`config.mk`:
```
export PLATFORM = sky130hd
export DESIGN_NAME = spi_master_ctrl
export DESIGN_NICKNAME = d
export VERILOG_FILES = /design/src/rtl/spi_master_ctrl.sv
export SDC_FILE = /design/constraint.sdc
export NUM_CORES = 1
export LEC_CHECK = 0
export BUFFER_PORTS_ARGS = -buffer_cell sky130_fd_sc_hd__buf_2
export CAP_MARGIN = 10
export CORE_MARGIN = 2
export CORE_UTILIZATION = 55
export DETAILED_ROUTE_END_ITERATION = 16
export GPL_TIMING_DRIVEN = 0
export PLACE_DENSITY = 0.78
export SLEW_MARGIN = 20
export SYNTH_ARGS = -nofsm -noshare
export SYNTH_HDL_FRONTEND = slang
export SYNTH_SLANG_ARGS = --single-unit
```
`constraint.sdc`:
```
create_clock -name clk -period 2.64 [get_ports clk]
set_input_delay 0.132 -clock clk [delete_from_list [all_inputs] [get_ports clk]]
set_output_delay 0.132 -clock clk [all_outputs]
set_load 0.05 [all_outputs]
```
`src/rtl/spi_master_ctrl.sv`:
```
// SPI initiator sharing clk with the slave: shifts a 10-bit command out MSB-first
// inside an SS_n-low frame and, for read-data commands, captures the returned byte.
module spi_master_ctrl #(
  parameter int RD_GAP   = 2,
  parameter int IDLE_GAP = 1
) (
  input  logic       clk,
  input  logic       rst_n,
  input  logic       start,
  input  logic [9:0] cmd_word,
  output logic       busy,
  output logic       done,
  output logic [7:0] rd_data,
  output logic       rd_valid,
  output logic       SS_n,
  output logic       MOSI,
  input  logic       MISO
);

  typedef enum logic [2:0] {
    S_IDLE = 3'd0,
    S_SEL  = 3'd1,
    S_SEND = 3'd2,
    S_GAP  = 3'd3,
    S_RECV = 3'd4,
    S_END  = 3'd5
  } state_t;

  // Handshake: start is a level request sampled only on an edge where the FSM
  // sits in IDLE; busy reports the FSM is anywhere else, done marks frame end.
  state_t     state;
  state_t     state_nxt;
  logic [3:0] cnt;
  logic [3:0] limit;
  logic       last;
  logic [9:0] shreg;
  logic [6:0] rx_shreg;
  logic [3:0] bit_idx;
  logic       is_rd;

  assign is_rd = (shreg[9:8] == 2'b11);

  always_comb begin
    limit = 4'd1;
    case (state)
      S_SEND:  limit = 4'd10;
      S_GAP:   limit = 4'(RD_GAP);
      S_RECV:  limit = 4'd8;
      S_END:   limit = 4'(IDLE_GAP);
      default: limit = 4'd1;
    endcase
  end

  assign last = (cnt == limit - 4'd1);

  // State register and datapath
  always_ff @(posedge clk or negedge rst_n) begin
    if (!rst_n) begin
      state    <= S_IDLE;
      cnt      <= 4'd0;
      shreg    <= 10'd0;
      rx_shreg <= 7'd0;
      rd_data  <= 8'h00;
    end else begin
      state <= state_nxt;
      if (state == S_IDLE || state_nxt != state) begin
        cnt <= 4'd0;
      end else begin
        cnt <= cnt + 4'd1;
      end
      if (state == S_IDLE && start) begin
        shreg <= cmd_word;
      end
      if (state == S_RECV) begin
        rx_shreg <= {rx_shreg[5:0], MISO};
        if (last) begin
          rd_data <= {rx_shreg, MISO};
        end
      end
    end
  end

  // Next-state logic
  always_comb begin
    state_nxt = state;
    case (state)
      S_IDLE: if (start) state_nxt = S_SEL;
      S_SEL:  state_nxt = S_SEND;
      S_SEND: if (last) state_nxt = is_rd ? S_GAP : S_END;
      S_GAP:  if (last) state_nxt = S_RECV;
      S_RECV: if (last) state_nxt = S_END;
      S_END:  if (last) state_nxt = S_IDLE;
      default: state_nxt = S_IDLE;
    endcase
  end

  assign bit_idx = 4'd9 - cnt;

  // Output logic: Moore outputs so reset forces SS_n high with no edge needed
  always_comb begin
    SS_n     = 1'b1;
    MOSI     = 1'b0;
    busy     = (state != S_IDLE);
    done     = 1'b0;
    rd_valid = 1'b0;
    case (state)
      S_SEL: begin
        SS_n = 1'b0;
        MOSI = shreg[9];
      end
      S_SEND: begin
        SS_n = 1'b0;
        MOSI = shreg[bit_idx];
      end
      S_GAP, S_RECV: SS_n = 1'b0;
      S_END: begin
        done     = (cnt == 4'd0);
        rd_valid = (cnt == 4'd0) && is_rd;
      end
      default: ;
    endcase
  end

endmodule

```
======== Yosys cells after proc, flatten, opt, wreduce, memory -nomap -nowiden ========
Cells that the tools add are included.
storage, ports and cells
  register bits after elaboration ......... 32
  logic and storage cells ................. 40
  bits of input ports ..................... 14
  output and inout port bits .............. 13
cells by class
  equality and inequality tests ........... 8
  multiplexer cells ....................... 15
  magnitude comparators ................... 1
  reductions and logical operators ........ 8
  add/sub/neg operators ................... 3
operators by type and width
  cell                                                                          number
  3-bit 2-to-1 mux                                                              6
  3-bit one-hot mux with 6 select lines                                         1
  4-bit one-hot mux with 3 select lines                                         1
  3-bit by 2-bit equality test with 1-bit output, second input constant         2
  3-bit equality test, second input constant                                    2
  4-bit by 5-bit less-than comparator with 1-bit output, second input constant  1
  4-bit by 1-bit adder with 4-bit output, second input constant                 1
  1-bit binary-select mux with 4-bit select                                     1
  4-bit equality test                                                           1
  4-bit logical NOT                                                             1
  1-bit 2-to-1 mux                                                              4
  4-bit 2-to-1 mux                                                              1
  4-bit OR reduction                                                            1
  4-bit by 1-bit subtractor with 4-bit output, second input constant            1
  4-bit subtractor, first input constant                                        1
  3-bit by 1-bit equality test with 1-bit output, second input constant         1
  3-bit logical NOT                                                             1
  3-bit != test                                                                 1
  3-bit nonzero test                                                            1
  2-bit equality test, second input constant                                    1
  1-bit logical AND                                                             2
  1-bit one-hot mux with 2 select lines                                         1
  2-bit AND reduction                                                           1
  1-bit logical OR                                                              1

======== Depth between registers and ports, before layout ========
Gate-level depths: netlist of run 1.
  word-level depth ........................ 9
  gate-level depth with buffers ........... 7
  depth with buffers taken out ............ 6

======== Worst setup path before layout of run 1 ========
OpenSTA, ideal clock, no wires.
  path type ............................... register -> output
  start ................................... register cnt[0]
  end ..................................... output rd_valid
  path slack .............................. 0.007 ns
  arrival ................................. 2.501 ns
  data required time ...................... 2.508 ns
  stages on the path, launching flop included .. 7
  buffers on the path ..................... 1
  path through ............................ dfrtp_1 > buf_2 > inv_1 > ha_1 > inv_1 > nor3_1 > and3_1
between the ends
  word-level cells in the longest chain between the ends .. 3
RTL lines
  item                      RTL line  source
  start: declaration        33        logic [3:0] cnt;
  start signal: assignment  69        cnt <= cnt + 4'd1;
  4-bit logical NOT         118       rd_valid = (cnt == 4'd0) && is_rd;
  1-bit logical AND         118
  1-bit 2-to-1 mux          106       case (state)
  end: declaration          14        output logic rd_valid,
No other way between the ends.

======== Final worst setup path of run 1 ========
  start ................................... register cnt[1]
  end ..................................... output MOSI
between the ends
  word-level cells in the longest chain between the ends .. 4
RTL lines
  item                                       RTL line  source
  4-bit subtractor                           97        assign bit_idx = 4'd9 - cnt;
  1-bit binary-select mux with 4-bit select  113       MOSI = shreg[bit_idx];
  1-bit 2-to-1 mux (implied by the code)     113
  1-bit one-hot mux with 2 select lines      106
  end: declaration                           16        output logic MOSI,
No other way between the ends. The select of a mux whose other input is x is not followed.

==> results of run 1 <==
==> power by group <==
part           internal, mW  switching (mW)
Clock                 0.197           0.183
Sequential            0.657           0.116
Combinational         0.453           0.640
==> worst reg2reg max path, stage by stage, from the launching register on <==
cell	delay [ps]
dfrtp_1	490
or4b_1	560
o22ai_2	250
o21a_4	200
and2_4	150
buf_12	130
mux2_4	300
==> how the worst max path moves through the flow <==
| stage | start | to | cells past startpoint |
|---|---|---|---|
| CTS | cnt[1] | MOSI | 7 |
| global placement | cnt[1] | rd_data[2] | 6 |
| global route | cnt[1] | MOSI | 7 |
| detailed placement | cnt[1] | rd_data[7] | 6 |
| finish | cnt[1] | MOSI | 7 |
| floorplan | cnt[0] | rd_valid | 6 |
==> state kept, by name, summed over array words and instances (netlist names) <==
register,count
cnt,4
rd_data,8
shreg,10
state,3
rx_shreg,7
==> cell type report <==
cell class / count / area (sq um) / share of cell area
flip-flops and latches: 32 / 801 / 0.428
multi-input cells: 79 / 749 / 0.400
repair buffers: 27 / 140 / 0.0749
plain buffers: 6 / 43.8 / 0.0234
clock inverters: 3 / 42.5 / 0.0227
well taps: 31 / 38.8 / 0.0207
clock buffers: 5 / 37.5 / 0.0201
inverters: 5 / 18.8 / 0.0100
==> kinds of logic after synthesis <==
kind of cell	Yosys count	share of synthesized area
flops	32	0.497
xor+xnor	4	0.0217
mux	29	0.238
compound gates	16	0.0830
buf+inv	11	0.0388
fa+ha+maj	4	0.0310
simple gates	26	0.0908
==> placed cells by master (no fill, tap or decap), types with 2 or more instances in the layout <==
cell type	instances
a21oi_1	2
and3_1	2
buf_2	30
clkbuf_4	5
dfrtp_1	32
ha_1	4
inv_1	5
mux2_2	17
mux2_4	8
mux2i_1	2
mux4_1	2
nand2_1	6
nand2b_1	3
nand3b_1	2
nor2_1	5
nor3_1	2
o21ai_0	5
xnor2_1	3
==> per-layer routing <==
metal  GRT usage  vias up  part of all wire  wire length [microns]
met5           0        -                 0                      0
met4      0.0897        0             0.019                     57
met3      0.0647        7             0.053                    160
met2       0.295       29              0.47                   1430
met1       0.277      536              0.46                   1390
li1            -      510                 -                      -
==> results.cfg, run 1 <==
[run_status]
status = finished clean

[min_path]
min_to = shreg[8]
worst_hold_path.num_cells = 2
hold_path_class = input pin to register
hold_start = cmd_word[8]

[timing]
final_critical_period_ps = 2350
unrepaired_setup_endpoints_after_global_routing = false
fin_hold_ws_ps = 16.6
smallest_setup_slack_after_layout_ps = 286
setup-violations-final = 0
worst_clock_skew_ps = 12.3
tightestPinTransition_ps = 686
final_min_period_over_clock_period = 0.892
report.final.hold_viol_count = 0
max_clock_freq_mhz = 425
timing_max_transition_violations_final = 0
worst_slew_margin_rel = 0.542
timing.setup.tns_ps = 0

[cts]
worstSkewPairLatency_ps = 340
cts-htree-levels = 2
cts.repair_timing.setup_buffer_count = 0
clock_path_buffers = 2
tritoncts = yes
cts-buffers-inserted = 5
cts_hold_buf = 1
cts_resized = 0
cts_root_buf = clkbuf_4
clkSlewWorstSetupHoldPaths_ps = 120
clock-sinks = 32

[routing]
drt_wl_total_mm = 3.03
drt_first_pass_iters = 4
drt_iter0_markers = 34
via_count = 1082
remaining_drc_errors = 0
routed_wire_length_per_instance_microns = 16.1
route.detailed.vias_per_inst = 5.76
drtAntennaViolNets = 0

[synth]
syn_avg_cell_area_sq_um = 13.2
synth_edf_count = 0
yosys-top-cells-count = dfrtp_1 (32), mux2_2 (17), mux2_4 (8)
post-synth-top-area-fraction = 0.497
synth_top_cells_by_area = dfrtp_1 (50%), mux2_2 (12%), mux2_4 (7.4%)
synthesis.instances = 122
ys_ff_latch = 32
most_instantiated_flip_flop_cell_in_the_synthesis_netlist = dfrtp_1
synth_most_common_cell = dfrtp_1
mappedNetlistArea_sq_mm = 0.00161
ys_seq_area_frac = 0.497
asyncSetResetFlopFracSynth = 1.00
synthesis.nets = 140
synth_warnings = 0
ys_types = 35
synth_area_leader_cell = dfrtp_1

[worst_setup_path]
slack_of_the_worst_reg_to_reg_path_ps = 440
critical_path_peak_fanout = 8
crit_slowest_cell = dfrtp_1
regToRegStartpoint = cnt[1]
cp_data_required_time_ps = 2510
worst-path-buf-inv = 2
endpoint_kind = primary output
regToRegEndpoint = rd_data[7]
crit_path_max_incr_delay_ps = 510
worstSetupStartpointType = register
reg2reg_depth = 6
timing.critical_path.mode_cell = o21ai_0
crit_path_cell_trace = inv_1 > ha_1 > mux2i_1 > o21ai_0 > o21ai_0 > a21oi_1 > buf_2
setup.worst_path.class = register to primary output
path_delay_family = flip-flops
arrival_ps = 2220

[floorplan]
chipHeight_microns = 58.2
starting_density_of_the_core = 0.580
floorplan.io_pins = 27
die_area_sq_mm = 0.00338
die_x_microns = 58.2
placeableCoreArea_sq_mm = 0.00278
placementRows = 19

[placement]
dp.final_hpwl_mm = 2.21
placedInstanceArea_sq_mm = 0.00178
port_buffers = 26
placed_cells_incl_taps = 179
pre_cts_slack_ps = 470
globalplace.congestion = 0.756

[pwr]
irDropWorstVdd_v = 0.000819
total_power_mw = 2.25
power_per_cell_area_mw_per_mm2 = 1200
total_leakage_power_nw = 0.912

[global_routing]
pin_count_of_the_biggest_net_entering_global_routing = 33
global_route.usage.total = 0.202
grt_pass1_wl_mm = 5.06
vias_in_the_first_global_route = 1077
final_global_route_overflow_total = 0
grt_antenna_before_repair = 0

[cells_and_area]
fin_area_sq_mm = 0.00187
utilization = 0.673
drive_gt1_frac = 0.452
layout.cells.non_filler = 188
layout.filler_cells = 216
num-nets-final = 174
area_delta_synth_final_pct = 16.1
diodes = 0

[flow_run]
timing.max_cap.violations = 0
Power figures use the tool's default switching activity.
==> inputs of run 2 (changes only) <==
--- a/config.mk
+++ b/config.mk
@@ -8,10 +8,11 @@
 export BUFFER_PORTS_ARGS = -buffer_cell sky130_fd_sc_hd__buf_2
 export CAP_MARGIN = 10
 export CORE_MARGIN = 2
-export CORE_UTILIZATION = 55
+export CORE_UTILIZATION = 48
 export DETAILED_ROUTE_END_ITERATION = 16
 export GPL_TIMING_DRIVEN = 0
-export PLACE_DENSITY = 0.78
+export PLACE_DENSITY = 0.7
+export RECOVER_POWER = 25
 export SLEW_MARGIN = 20
 export SYNTH_ARGS = -nofsm -noshare
 export SYNTH_HDL_FRONTEND = slang
==> results.cfg, run 2 (same netlist as run 1, synthesis figures left out) <==
[cells_and_area]
layout.filler_cells = 297
most_flops_register = shreg
num-nets-final = 174
area_delta_synth_final_pct = 15.1
final_cell_mix = dfrtp_1 (32), buf_2 (29), mux2_2 (17)
drive_gt1_frac = 0.436
area.sequential_sq_um = 801
multiInputGateArea_sq_um = 749
largest_registers = shreg x10, rd_data x8, rx_shreg x7
diodes = 0
mostFrequentLayoutCell = dfrtp_1
largest_register_ffs = 10

[flow_run]
timing.max_cap.violations = 1

[cts]
cts-buffers-inserted = 5
tritoncts = yes
cts_root_buf = clkbuf_4
clock-sinks = 32
clkSlewWorstSetupHoldPaths_ps = 90
clock_path_buffers = 2
cts-htree-levels = 2
worstSkewPairLatency_ps = 330

[global_routing]
global_route.usage.total = 0.168
vias_in_the_first_global_route = 964
grt_pass1_wl_mm = 4.42
pin_count_of_the_biggest_net_entering_global_routing = 33
grt_antenna_before_repair = 0
final_global_route_overflow_total = 0

[routing]
drt_first_pass_iters = 4
drtAntennaViolNets = 0
drt_iter0_markers = 19
routed_wire_length_per_instance_microns = 14.0
remaining_drc_errors = 0
route.detailed.vias_per_inst = 5.29
via_count = 1068
drt_wl_total_mm = 2.82

[timing]
unrepaired_setup_endpoints_after_global_routing = false
final_critical_period_ps = 2330
timing.setup.tns_ps = 0
report.final.hold_viol_count = 0
worst_slew_margin_rel = -0.123
setup-violations-final = 0
worst_clock_skew_ps = 5.96
final_min_period_over_clock_period = 0.881
max_clock_freq_mhz = 430
timing_max_transition_violations_final = 33
tightestPinTransition_ps = 1680

[run_status]
status = complete, but fails checks
violations = max-capacitance violations, max-slew violations

[floorplan]
placementRows = 21
die_x_microns = 62.0
die_area_sq_mm = 0.00384
chipHeight_microns = 62.0
floorplan.io_pins = 27
placeableCoreArea_sq_mm = 0.00328
starting_density_of_the_core = 0.491

[worst_setup_path]
cp_data_required_time_ps = 2510
reg2reg_depth = 6
setup.worst_path.class = register to primary output
critical_path_peak_fanout = 8
slack_of_the_worst_reg_to_reg_path_ps = 470
path_delay_family = flip-flops
crit_path_cell_trace = inv_1 > ha_1 > nor4_1 > o21ai_0 > a21oi_1 > buf_2
worst_setup_path_startpoint = cnt[1]
timing.critical_path.depth = 6
crit_path_max_incr_delay_ps = 510
regToRegEndpoint = rd_data[2]
crit_slowest_cell = dfrtp_1
endpoint_kind = primary output
critical_path.endpoint = MOSI
arrival_ps = 2190
worstSetupStartpointType = register
regToRegStartpoint = cnt[1]
worst-path-buf-inv = 2

[placement]
dp.final_hpwl_mm = 2.04
globalplace.congestion = 0.760
port_buffers = 26

[min_path]
hold_start = cmd_word[4]
hold_path_class = input pin to register

[pwr]
internal_power_mw = 1.21
total_leakage_power_nw = 0.896
total_net_switching_power_mw = 0.893
power_frac_seq = 0.367
sw_frac_of_total = 0.425
p_clk_frac = 0.121
total_power_mw = 2.10
power_per_cell_area_mw_per_mm2 = 1130
p_comb_frac = 0.512
irDropWorstVdd_v = 0.000642
-- run 2: cell count changes in the layout (fill, tap and decap cells not counted) --
cell	previous run	this run
clkinvlp_4	1	0
bufinv_16	1	0
clkbuf_1	1	3
buf_2	30	29
-- run 2: worst min path at each step --
stage	to	slack, ps	depth (start not counted)
2_1_floorplan	cnt[0]	-160	0
3_3_place_gp	rd_data[6]	220	1
3_5_place_dp	rx_shreg[4]	230	1
4_1_cts	shreg[4]	4	2
5_1_grt	shreg[4]	8	2
6_report	shreg[4]	30	2
-- run 2: power groups by stage --
| stage | clock network (mW) | registers, mW | logic, mW |
|---|---|---|---|
| floorplan | 0 | 0.805 | 0.824 |
| global placement | 0 | 0.768 | 1.05 |
| detailed placement | 0 | 0.781 | 1.08 |
| CTS | 0.270 | 0.772 | 1.09 |
| global route | 0.289 | 0.794 | 1.16 |
| finish | 0.253 | 0.772 | 1.08 |
-- run 2: per-stage QoR --
step	worst slack, ps	area [sq um]	std cells	hold WS (ps)	util
2_1_floorplan	7.42	1610	122	-164	-
3_3_place_gp	507	1800	194	215	0.548
3_5_place_dp	476	1800	194	225	0.548
4_1_cts	322	1860	202	3.53	0.565
5_1_grt	141	1860	202	7.87	0.565
6_report	314	1860	202	26.5	0.565
-- run 2: area by class of cell --
cell class / instances / area share
Buffer: 6 / 0.0236
Sequential cell: 32 / 0.432
Timing Repair Buffer: 27 / 0.0748
Multi-Input combinational cell: 79 / 0.404
Clock inverter: 1 / 0.00270
Tap cell: 46 / 0.0310
Inverter: 5 / 0.0101
Clock buffer: 6 / 0.0223
-- run 2: what timing repair did --
item / 4_1_cts / 5_1_grt
hold buffers: 1 / 0
endpoints found under the setup margin: 0 / 0
setup buffers: 0 / 0
hold endpoints to repair: 32 / 0
gates resized for setup: 0 / 0
-- run 2: worst register-to-register path, cell delays in order (launching register included) --
cell and delay, ps:
dfrtp_1 490, or4b_1 570, o22ai_2 230, o21a_4 190
and2_4 150, buf_12 130, mux2_4 300
-- run 2: routing by layer --
layer / vias up / GRT usage / share of wire
met5: - / 0 / 0
met4: 0 / 0.0851 / 0.027
met3: 9 / 0.0621 / 0.049
met2: 24 / 0.256 / 0.47
met1: 523 / 0.211 / 0.45
li1: 512 / - / -
==> inputs of run 3 (changes only) <==
--- a/config.mk
+++ b/config.mk
@@ -7,6 +7,7 @@
 export LEC_CHECK = 0
 export BUFFER_PORTS_ARGS = -buffer_cell sky130_fd_sc_hd__buf_2
 export CAP_MARGIN = 10
+export CORE_ASPECT_RATIO = 0.6
 export CORE_MARGIN = 2
 export CORE_UTILIZATION = 48
 export DETAILED_ROUTE_END_ITERATION = 16
==> results.cfg, run 3 (same netlist as run 1, synthesis figures left out) <==
[cts]
cts.repair_timing.setup_buffer_count = 0
clock-sinks = 32
clock_path_buffers = 2
cts-buffers-inserted = 5
clkSlewWorstSetupHoldPaths_ps = 70
cts-htree-levels = 2
tritoncts = yes
cts_root_buf = clkbuf_8
worstSkewPairLatency_ps = 290

[worst_setup_path]
reg2reg_depth = 6
crit_path_cell_trace = buf_2 > mux4_1 > mux2i_1 > o21ai_0 > o21ai_0 > a21oi_1 > buf_2
arrival_ps = 2110
regToRegEndpoint = rd_data[5]
slack_of_the_worst_reg_to_reg_path_ps = 440
worst_setup_path_startpoint = cnt[0]
worst-path-buf-inv = 2
regToRegStartpoint = cnt[1]
crit_path_max_incr_delay_ps = 590
path_delay_family = multiplexers
setup.worst_path.class = register to primary output
endpoint_kind = primary output
cp_data_required_time_ps = 2510
worstSetupStartpointType = register
crit_slowest_cell = mux4_1
critical_path_peak_fanout = 9

[pwr]
total_net_switching_power_mw = 0.954
p_comb_frac = 0.488
power_frac_seq = 0.347
total_power_mw = 2.25
power_per_cell_area_mw_per_mm2 = 1190
sw_frac_of_total = 0.424
p_clk_frac = 0.165
irDropWorstVdd_v = 0.000656
total_leakage_power_nw = 0.916
internal_power_mw = 1.30

[cells_and_area]
mostFrequentLayoutCell = dfrtp_1
area_delta_synth_final_pct = 17.5
utilization = 0.584
largest_register_ffs = 10
most_flops_register = shreg
drive_gt1_frac = 0.446
layout.cells.non_filler = 202
final_cell_mix = dfrtp_1 (32), buf_2 (29), mux2_2 (17)
num-nets-final = 174
diodes = 0
largest_registers = shreg x10, rd_data x8, rx_shreg x7
layout.filler_cells = 286

[routing]
drt_iter0_markers = 95
drtAntennaViolNets = 0
route.detailed.vias_per_inst = 5.23
routed_wire_length_per_instance_microns = 15.6
drt_wl_total_mm = 3.16
remaining_drc_errors = 0
via_count = 1057
drt_first_pass_iters = 4

[placement]
placed_cells_incl_taps = 193
globalplace.congestion = 0.860
pre_cts_slack_ps = 474
dp.final_hpwl_mm = 2.32
port_buffers = 26

[timing]
worst_slew_margin_rel = -0.115
unrepaired_setup_endpoints_after_global_routing = false
smallest_setup_slack_after_layout_ps = 395
timing.setup.tns_ps = 0
final_critical_period_ps = 2240
final_min_period_over_clock_period = 0.850
timing_max_transition_violations_final = 33
report.final.hold_viol_count = 0
setup-violations-final = 0
tightestPinTransition_ps = 1670
max_clock_freq_mhz = 446
worst_clock_skew_ps = 4.86

[floorplan]
placeableCoreArea_sq_mm = 0.00324
die_x_microns = 78.8
placementRows = 16
chipHeight_microns = 48.9
die_area_sq_mm = 0.00386
starting_density_of_the_core = 0.497
floorplan.io_pins = 27

[min_path]
worst_hold_path.num_cells = 2
hold_path_class = input pin to register
min_to = shreg[8]
hold_start = cmd_word[8]

[global_routing]
grt_antenna_before_repair = 0
grt_pass1_wl_mm = 5.37
pin_count_of_the_biggest_net_entering_global_routing = 33
global_route.usage.total = 0.185
vias_in_the_first_global_route = 1106
final_global_route_overflow_total = 0

[flow_run]
timing.max_cap.violations = 1

[run_status]
status = complete, but fails checks
violations = max-capacitance violations, max-slew violations
run 3: cell types whose count changed in the layout (fill, tap and decap cells not counted), sizes merged:
cell	change
clkinv	+2
clkbuf	-1
run 3: layout make-up:
type                            count  area, sq um  share of cell area
Buffer                              6         43.8              0.0231
Clock inverter                      3         18.8             0.00990
Inverter                            5         18.8             0.00990
Tap cell                           45         56.3              0.0297
Clock buffer                        5         68.8              0.0363
Sequential cell                    32          801               0.422
Multi-Input combinational cell     79          749               0.395
Timing Repair Buffer               27          139              0.0733
run 3: worst max path at each step:
| stage | endpoint | cells past startpoint |
|---|---|---|
| after global routing | MOSI | 7 |
| after detailed placement | rd_data[4] | 6 |
| after CTS | MOSI | 7 |
| final | MOSI | 7 |
| after global placement | rd_data[5] | 6 |
| after floorplan | rd_valid | 6 |
run 3: metrics by stage:
stage,area (sq um),hold slack [ps]
3_3_place_gp,1800,209
5_1_grt,1900,70.7
2_1_floorplan,1610,-164
3_5_place_dp,1800,213
4_1_cts,1900,68.2
6_report,1900,71.4
run 3: repair_timing:
item                                   CTS  global route
endpoints found under the hold margin   32             0
gates resized for setup                  0             0
hold buffers                             1             0
run 3: power groups by stage:
stage	Sequential [mW]	Combinational [mW]	Clock, mW
final	0.780	1.10	0.371
after CTS	0.779	1.11	0.382
after floorplan	0.805	0.824	0
after detailed placement	0.787	1.10	0
after global routing	0.804	1.20	0.403
after global placement	0.771	1.06	0
run 3: per-layer routing:
layer  wire length (microns)  global-route usage  up-vias
met2                    1480               0.286       19
met3                      91              0.0444        5
li1                        -                   -      505
met4                      38              0.0690        0
met5                       0                   0        -
met1                    1540               0.257      528
